**config.mk**
```make
export PLATFORM = sky130hd
export DESIGN_NAME = inst_fetch_unit
export DESIGN_NICKNAME = d
export VERILOG_FILES = /design/src/rtl/riscv_pkg.sv /design/src/rtl/fetch_fifo.sv /design/src/rtl/inst_fetch_unit.sv
export SDC_FILE = /design/constraint.sdc
export NUM_CORES = 1
export LEC_CHECK = 0
export CAP_MARGIN = 5
export CORE_AREA = 3 3 155 157
export CTS_CLUSTER_DIAMETER = 60
export CTS_CLUSTER_SIZE = 20
export DETAILED_ROUTE_END_ITERATION = 12
export DIE_AREA = 0 0 158 160
export DONT_BUFFER_PORTS = 1
export GPL_TIMING_DRIVEN = 0
export PLACE_DENSITY_LB_ADDON = 0.05
export SYNTH_ARGS = -nofsm -noshare
export SYNTH_HDL_FRONTEND = slang
export SYNTH_SLANG_ARGS = --single-unit
```
**constraint.sdc**
```tcl
create_clock -name clk -period 2.8 [get_ports clk]
set_input_delay 0.28 -clock clk [delete_from_list [all_inputs] [get_ports clk]]
set_output_delay 0.28 -clock clk [all_outputs]
set_load 0.05 [all_outputs]
```
**src/rtl/riscv_pkg.sv**
```systemverilog
// Shared RV32 fetch-path constants and types: word size, fetch FSM states,
// and the {pc, inst} entry carried by the instruction buffer.
package riscv_pkg;

    localparam int unsigned XLEN       = 32;
    localparam int unsigned INST_BYTES = 4;

    localparam logic [XLEN-1:0] DEFAULT_RESET_PC = 32'h0000_0000;

    typedef enum logic [1:0] {
        BOOT  = 2'd0,
        FETCH = 2'd1,
        DRAIN = 2'd2
    } fetch_state_e;

    typedef struct packed {
        logic [XLEN-1:0] pc;
        logic [XLEN-1:0] inst;
    } fetch_entry_t;

    localparam int unsigned FETCH_ENTRY_W = $bits(fetch_entry_t);

    // Clear the byte-offset bits so every PC is word aligned.
    function automatic logic [XLEN-1:0] word_align(input logic [XLEN-1:0] addr);
        return addr & ~XLEN'(INST_BYTES - 1);
    endfunction

endpackage

```
**src/rtl/fetch_fifo.sv**
```systemverilog
// Synchronous FIFO with flush; head entry is always visible on head_data.
// Storage is cleared on reset so head_data reads zero until the first push.
module fetch_fifo #(
    parameter int unsigned WIDTH = 64,
    parameter int unsigned DEPTH = 2
) (
    input  logic                       clk,
    input  logic                       rst_n,
    input  logic                       push,
    input  logic [WIDTH-1:0]           push_data,
    input  logic                       pop,
    input  logic                       flush,
    output logic [WIDTH-1:0]           head_data,
    output logic                       full,
    output logic                       empty,
    output logic [$clog2(DEPTH+1)-1:0] count
);

    localparam int unsigned PW = (DEPTH > 1) ? $clog2(DEPTH) : 1;
    localparam int unsigned CW = $clog2(DEPTH + 1);

    logic [WIDTH-1:0] mem_q [DEPTH];
    logic [PW-1:0]    wr_ptr_q;
    logic [PW-1:0]    rd_ptr_q;
    logic [CW-1:0]    count_q;
    logic             do_push;
    logic             do_pop;

    function automatic logic [PW-1:0] ptr_inc(input logic [PW-1:0] p);
        return (p == PW'(DEPTH - 1)) ? '0 : p + PW'(1);
    endfunction

    assign empty     = (count_q == '0);
    assign full      = (count_q == CW'(DEPTH));
    assign count     = count_q;
    assign head_data = mem_q[rd_ptr_q];

    // A push into a full FIFO is accepted only when the head leaves the same cycle.
    assign do_pop  = pop & ~empty;
    assign do_push = push & (~full | do_pop);

    always_ff @(posedge clk or negedge rst_n) begin
        if (!rst_n) begin
            wr_ptr_q <= '0;
            rd_ptr_q <= '0;
            count_q  <= '0;
            for (int unsigned i = 0; i < DEPTH; i++) begin
                mem_q[i] <= '0;
            end
        end else if (flush) begin
            wr_ptr_q <= '0;
            rd_ptr_q <= '0;
            count_q  <= '0;
        end else begin
            if (do_push) begin
                mem_q[wr_ptr_q] <= push_data;
                wr_ptr_q        <= ptr_inc(wr_ptr_q);
            end
            if (do_pop) begin
                rd_ptr_q <= ptr_inc(rd_ptr_q);
            end
            count_q <= count_q + CW'(do_push) - CW'(do_pop);
        end
    end

endmodule

```
**src/rtl/inst_fetch_unit.sv**
```systemverilog
// Instruction fetch front end: owns the PC, issues word fetches over req/gnt/rvalid,
// buffers returned words with their PC and hands them to decode via valid/ready.
module inst_fetch_unit
    import riscv_pkg::*;
#(
    parameter logic [XLEN-1:0] RESET_PC   = DEFAULT_RESET_PC,
    parameter int unsigned     FIFO_DEPTH = 2
) (
    input  logic            clk,
    input  logic            rst_n,
    output logic            imem_req,
    output logic [XLEN-1:0] imem_addr,
    input  logic            imem_gnt,
    input  logic            imem_rvalid,
    input  logic [XLEN-1:0] imem_rdata,
    output logic            inst_valid,
    output logic [XLEN-1:0] inst,
    output logic [XLEN-1:0] inst_pc,
    input  logic            inst_ready,
    input  logic            redirect,
    input  logic [XLEN-1:0] redirect_pc
);

    localparam int unsigned CW = $clog2(FIFO_DEPTH + 1);

    fetch_state_e    state_q;
    fetch_state_e    state_d;
    logic [XLEN-1:0] pc_q;
    logic [XLEN-1:0] pc_d;
    logic [CW-1:0]   outst_q;
    logic [CW-1:0]   outst_d;

    logic            grant;
    logic            resp;
    logic            pop;
    logic            push;
    logic            redir;
    logic [CW-1:0]   occ;
    logic            ibuf_empty;
    fetch_entry_t    push_entry;
    fetch_entry_t    head_entry;
    logic [XLEN-1:0] tag_pc;

    logic            ibuf_full_unused;
    logic            tag_full_unused;
    logic            tag_empty_unused;
    logic [CW-1:0]   tag_count_unused;

    assign redir = redirect & (state_q != BOOT);
    assign pop   = inst_valid & inst_ready;
    assign grant = imem_req & imem_gnt;
    // A response with nothing outstanding is a protocol error and is ignored.
    assign resp  = imem_rvalid & (outst_q != '0);
    assign push  = resp & (state_q == FETCH) & ~redir;

    // Issue only while buffered + in-flight words (minus this cycle's pop) leave room.
    assign imem_req = (state_q == FETCH) &&
                      ((32'(occ) + 32'(outst_q)) < (FIFO_DEPTH + 32'(pop)));

    assign imem_addr  = pc_q;
    assign inst_valid = ~ibuf_empty;
    assign inst       = head_entry.inst;
    assign inst_pc    = head_entry.pc;

    assign push_entry.pc   = tag_pc;
    assign push_entry.inst = imem_rdata;

    always_ff @(posedge clk or negedge rst_n) begin
        if (!rst_n) begin
            state_q <= BOOT;
            pc_q    <= RESET_PC;
            outst_q <= '0;
        end else begin
            state_q <= state_d;
            pc_q    <= pc_d;
            outst_q <= outst_d;
        end
    end

    // Next state, next PC and in-flight count; redirect overrides a same-cycle grant.
    always_comb begin
        state_d = state_q;
        pc_d    = pc_q;
        outst_d = outst_q + CW'(grant) - CW'(resp);

        unique case (state_q)
            BOOT:    state_d = FETCH;
            FETCH:   state_d = FETCH;
            DRAIN:   if (outst_d == '0) state_d = FETCH;
            default: state_d = BOOT;
        endcase

        if (grant) begin
            pc_d = pc_q + XLEN'(INST_BYTES);
        end

        if (redir) begin
            pc_d    = word_align(redirect_pc);
            state_d = (outst_d != '0) ? DRAIN : FETCH;
        end
    end

    fetch_fifo #(
        .WIDTH (FETCH_ENTRY_W),
        .DEPTH (FIFO_DEPTH)
    ) u_ibuf (
        .clk       (clk),
        .rst_n     (rst_n),
        .push      (push),
        .push_data (push_entry),
        .pop       (pop),
        .flush     (redir),
        .head_data (head_entry),
        .full      (ibuf_full_unused),
        .empty     (ibuf_empty),
        .count     (occ)
    );

    // PC of each granted fetch, popped as its response returns (never flushed).
    fetch_fifo #(
        .WIDTH (XLEN),
        .DEPTH (FIFO_DEPTH)
    ) u_tagq (
        .clk       (clk),
        .rst_n     (rst_n),
        .push      (grant),
        .push_data (pc_q),
        .pop       (resp),
        .flush     (1'b0),
        .head_data (tag_pc),
        .full      (tag_full_unused),
        .empty     (tag_empty_unused),
        .count     (tag_count_unused)
    );

endmodule

```
==> flow_summary.ini, run 1 <==
[outcome]
status = finished with violations
failed_checks = negative hold slack

[timing]
hold_violations = 226
post-route-min-period_ns = 2.77
max_slew_margin = 0.453
finalCritPeriodShare = 0.991
fmax_mhz = 360
skew_ns = 0.0194
slew_violations = 0
whs_ns = -0.533
setup_ws_ns = 0.0254
tightest_slew_ns = 0.820
setup_viol = 0
rsz0062_at_grt = yes

[worst_setup_path]
end_kind = register
timing.rr.start = u_ibuf.count[0]
reg2reg_to = imem_addr[31]
critical_path_class = reg -> reg
r2r_slack_ns = 0.03
path_cells = ha_2 -> fa_2 -> nor3b_4 -> buf_4 -> nand3_4 -> or3_1 -> buf_2 -> or4_1 -> a31oi_1
cp_slowest_cell = or4_1
critPathArrivalTime_ns = 3.19
crit_fanout = 10
slowest_delay_ns = 0.48
worst_ep_required_time_ns = 3.22
r2r_cells = 9
start_kind = register

[synthesis]
yosysWarnings = 0
syn_inst = 829
async_flop_share = 1.00
synth_top_area_share = 0.556
synthesis.area_mm2 = 0.0102
yosysSeqAreaShare = 0.556
syn_avg_cell_area_um2 = 12.3
netlist-cell-type-count = 42
synth-edff-count = 0
yosys_register_bits = 226
yosysTopAreaCell = dfrtp_1
synthTopCellsByArea = dfrtp_1 56%, mux2_2 21%, mux2i_1 3.1%
synth_flop_cell = dfrtp_1

[clock_network]
clock_sinks = 226
cts_hold_buffers = 61
numCtsBuffers = 20
clockBufferDepth = 3
clkLatencyLatePin_ns = 0.51
cts_tree = built
clkTransAtPathRegs_ns = 0.07
root_buffer = clkbuf_16
h-tree-depth = 1

[die]
die_x_um = 158
start_util = 0.449
rows = 55
io_pins = 168
die_y_um = 160
core-area_mm2 = 0.0226
die_area_mm2 = 0.0253

[global_route]
antenna_found_initial = 0
grt_max_degree = 227
gr-usage-all-layers = 0.190
grt-ovfl-total = 0
grt_pass1_wl_mm = 38.2
grt_pass1_vias = 7040

[finish]
fillCellCount = 1924
multi_input_area_mm2 = 0.00435
syn2layout_area_growth_pct = 17.7
final_cell_mix = 224 x dfrtp_1, 186 x mux2_2, 62 x nand2_1
antennaDiodeCount = 0
final_common_cell = dfrtp_1
nNetsFinal = 997
drive_above_1_share = 0.297
area.sequential_mm2 = 0.00566
fin_util = 0.529

[job]
cap_violations = 0

[detailed_routing]
routed_via_density = 5.41
first_pass_iters = 4
wirelength_mm = 24.4
wl_per_cell_um = 20.0
antenna_left = 0
drt_iter0_markers = 299
remaining_drc_errors = 0
via_count = 6584

[placed_design]
dp_worst_setup_slack_ns = -0.409
gp_congestion = 0.840
hpwl_mm = 16.8
placement.io_buffers = 0

[power_and_ir_drop]
power.density_mw_per_mm2 = 1370
leakage_nw = 5.21
vdd_drop_max_mv = 0.619

[worst_hold_path]
hold_class = in -> async
==> area by class of cell <==
class                           instances  area share
Tap cell                              285      0.0298
Buffer                                 51      0.0202
Clock buffer                           22      0.0450
Timing Repair Buffer                   65      0.0535
Sequential cell                       226       0.472
Clock inverter                         14      0.0136
Multi-Input combinational cell        546       0.363
Inverter                                8     0.00251
==> cell usage after synthesis, types with 2 or more instances <==
master and count:
clkbuf_1 21, or2_2 2, buf_2 21, and3_1 3, and2_1 7, xor2_1 9, buf_4 5, mux2i_1 31
o31ai_1 4, ha_1 8, nor3_1 6, dfrtp_1 226, nor4_1 10, nor2_1 48, mux2_2 186, a31oi_1 8
nand3_1 9, a21oi_1 34, buf_1 5, and4_1 5, nand4_1 7, xnor2_1 20, o31a_1 2, o21ai_1 3
o21ai_0 53, inv_1 8, nor2b_1 2, or4_1 3, nor4b_1 3, nand2_1 63, or3_1 6
==> what timing repair did <==
item | in CTS | in global routing
hold endpoints to repair | 319 | 226
setup endpoints to repair | 141 | 67
gates resized for setup | 14 | 8
pin swaps | 4 | 6
setup buffers | 2 | 2
==> worst max path at each step <==
stage | start | to | cells past startpoint
floorplan | u_ibuf.count[0] | state_q[0] | 13
global placement | u_ibuf.count[0] | u_tagq.mem_q[43] | 8
detailed placement | u_ibuf.count[0] | u_tagq.mem_q[48] | 8
CTS | u_ibuf.count[0] | state_q[0] | 13
global route | u_ibuf.count[0] | state_q[0] | 13
finish | u_ibuf.count[0] | imem_addr[31] | 9
==> cells by family after synthesis <==
kind of cell | count (synthesis) | share of synthesized area
compound gates | 106 | 0.0554
mux | 217 | 0.236
buf+inv | 60 | 0.0266
other cells | 1 | 0.000369
simple gates | 181 | 0.0886
flops | 226 | 0.556
xor+xnor | 29 | 0.0250
fa+ha+maj | 9 | 0.0118
==> worst max-delay path, delay by kind of cell, from the launching register on <==
kind	cells	cell delay, ns
AO/OA/AOI/OAI	1	0.17
flip-flops	1	0.43
buffers and inverters	2	0.35
AND/OR/NAND/NOR	4	1.19
adder cells (fa/ha/maj)	2	0.56
==> stage by stage <==
stage	instances	cell area [um2]	TNS [ns]	power [W]
after floorplan	832	10200	0	0.0120
after global placement	1117	10500	-12.10	0.0132
after detailed placement	1117	10500	-22.28	0.0134
after CTS	1215	11900	0	0.0165
after global routing	1217	12000	-0.203	0.0173
final	1217	12000	0	0.0164
==> metal layers <==
| layer | track usage | vias up | wire (um) |
|---|---|---|---|
| met5 | 0 | - | 0 |
| met4 | 0.0438 | 0 | 541 |
| met3 | 0.0377 | 32 | 1280 |
| met2 | 0.318 | 173 | 11700 |
| met1 | 0.258 | 3280 | 10900 |
| li1 | - | 3099 | - |
==> registers in the layout, indices dropped and copies added, names as in the netlist, 2 cells and up <==
signal        flops
u_ibuf.mem_q    124
outst_q           2
imem_addr        30
u_tagq.count      2
u_ibuf.count      2
u_tagq.mem_q     60
state_q           2
==> power by group <==
group          total (W)  internal (W)  switching [W]
logic            0.00700       0.00237        0.00463
clock network    0.00288       0.00155        0.00133
registers        0.00652       0.00466        0.00186
total             0.0164       0.00859        0.00782
No activity file was read; power rests on OpenSTA's default activity.
==> run 2, diff against run 1 <==
--- a/config.mk
+++ b/config.mk
@@ -14,6 +14,7 @@
 export DONT_BUFFER_PORTS = 1
 export GPL_TIMING_DRIVEN = 0
 export PLACE_DENSITY_LB_ADDON = 0.05
+export SKIP_LAST_GASP = 1
 export SYNTH_ARGS = -nofsm -noshare
 export SYNTH_HDL_FRONTEND = slang
 export SYNTH_SLANG_ARGS = --single-unit
==> run 2 against run 1 <==
Compared with the run above: the run still ends with negative hold slack left; clock-buffer cell count unchanged; total power grew 0.49%; sequential share of layout area is 0.27 points lower; cell count rose by 0.33%; setup slack gained 0.0055 ns; die area unchanged; maximum frequency up 0.20%; sequential power about the same; via count increased by 0.71%; routed wire length is 0.22% higher; core utilization grew 0.31 points; critical path type unchanged; highest routed layer unchanged.
==> flow_summary.ini, run 2 (synthesis results as in run 1) <==
[finish]
fillCellCount = 1913
design_area_mm2 = 0.0120
syn2layout_area_growth_pct = 18.4
final_cell_mix = 224 x dfrtp_1, 186 x mux2_2, 61 x nand2_1, 61 x dlygate4sd3_1, 53 x o21ai_0
largest_register_ffs = 124
nNetsFinal = 1001
top_register = u_ibuf.mem_q
final_cells = 1221
final_common_cell = dfrtp_1
fin_util = 0.532
drive_above_1_share = 0.304
antennaDiodeCount = 0

[clock_network]
cts_tree = built
cts_hold_buffers = 61
clock_sinks = 226
clockBufferDepth = 3
numCtsBuffers = 20
clkTransAtPathRegs_ns = 0.07
h-tree-depth = 1
clkLatencyLatePin_ns = 0.51
root_buffer = clkbuf_16

[power_and_ir_drop]
clockPowerShare = 0.175
p_int_w = 0.00864
switching_share = 0.476
power.switching_w = 0.00785
power.density_mw_per_mm2 = 1370
leakage_nw = 5.25
vdd_drop_max_mv = 0.615
finalPower_w = 0.0165
combPwrFrac = 0.429
sequentialPowerShare = 0.396

[timing]
fmax_mhz = 361
slew_violations = 0
post-route-min-period_ns = 2.77
finalCritPeriodShare = 0.989
whs_ns = -0.532
tns_ns = 0
max_slew_margin = 0.450
tightest_slew_ns = 0.825
hold_violations = 226
rsz0062_at_grt = yes
setup_viol = 0
skew_ns = 0.0205

[worst_setup_path]
end_kind = register
crit_fanout = 4
worst_ep_required_time_ns = 3.16
r2r_cells = 13
start_kind = register
critical_path_class = reg -> reg
timing.rr.start = u_ibuf.count[0]
reg2reg_to = state_q[0]
r2r_slack_ns = 0.03
critPathArrivalTime_ns = 3.13

[placed_design]
hpwl_mm = 16.8
placement.io_buffers = 0
placed_cell_area_mm2 = 0.0105
gp_congestion = 0.840
place_inst = 1117

[global_route]
grt_max_degree = 227
grt_pass1_wl_mm = 38.2
gr-usage-all-layers = 0.190
grt_pass1_vias = 7021
antenna_found_initial = 0
grt-ovfl-total = 0

[detailed_routing]
drt_iter0_markers = 328
wl_per_cell_um = 20.0
first_pass_iters = 4
antenna_left = 0
remaining_drc_errors = 0
routed_via_density = 5.43
via_count = 6631
wirelength_mm = 24.4

[die]
die_x_um = 158
rows = 55
die_y_um = 160
core-area_mm2 = 0.0226
start_util = 0.449
die_area_mm2 = 0.0253
io_pins = 168

[outcome]
status = finished with violations
failed_checks = negative hold slack

[job]
cap_violations = 0

[worst_hold_path]
hold_class = in -> async
==> run 2: stage by stage <==
step | hold WS [ns] | worst slack (ns)
3_5_place_dp | -0.00803 | -0.409
5_1_grt | -0.558 | -0.113
2_1_floorplan | -0.0156 | 0.0147
6_report | -0.532 | 0.0309
3_3_place_gp | -0.00963 | -0.315
4_1_cts | -0.553 | -0.0108
==> run 2: worst max-delay path by stage <==
stage | startpoint | to | slack [ns] | depth (start not counted)
final | u_ibuf.count[0] | state_q[0] | 0.03 | 13
after global routing | u_ibuf.count[0] | state_q[0] | -0.11 | 13
after CTS | u_ibuf.count[0] | state_q[0] | -0.01 | 13
after detailed placement | u_ibuf.count[0] | u_tagq.mem_q[48] | -0.41 | 8
after global placement | u_ibuf.count[0] | u_tagq.mem_q[43] | -0.31 | 8
after floorplan | u_ibuf.count[0] | state_q[0] | 0.01 | 13
==> run 2: cell type report <==
cell class	instances	area, um2	share of cell area
Multi-Input combinational cell	546	4380	0.363
Clock buffer	22	539	0.0448
Timing Repair Buffer	69	674	0.0560
Tap cell	285	357	0.0296
Clock inverter	14	163	0.0135
Sequential cell	226	5660	0.470
Buffer	51	250	0.0208
Inverter	8	30.0	0.00249
==> run 2: power groups by stage <==
stage               Clock [W]  Combinational, W  Sequential (W)
floorplan                   0           0.00584         0.00614
global placement            0           0.00668         0.00647
detailed placement          0           0.00680         0.00658
CTS                   0.00297           0.00700         0.00652
global route          0.00309           0.00758         0.00672
finish                0.00288           0.00708         0.00653
==> run 2: metal layers <==
metal,track usage,routed length (um),vias up,share of wire
met4,0.0422,522,0,0.021
met2,0.318,11700,198,0.48
met5,0,0,-,0
met3,0.0377,1450,32,0.059
met1,0.258,10700,3292,0.44
li1,-,-,3109,-
==> run 2: critical path: stages, from the launching register on <==
cell     delay, ns
dfrtp_1       0.43
ha_2          0.22
fa_2          0.40
nor3b_4       0.21
and2_4        0.21
nand2_8       0.06
ha_4          0.27
inv_1         0.03
ha_2          0.17
xnor2_2       0.16
xnor2_2       0.14
nor2_1        0.08
nor3_2        0.20
a21oi_1       0.06
==> run 2: repair_timing <==
action	4_1_cts	5_1_grt
cloned	0	0
pin swaps	4	12
endpoints found under the hold margin	319	226
resized for setup	13	19
endpoints found under the setup margin	141	77
buffers inserted	2	6
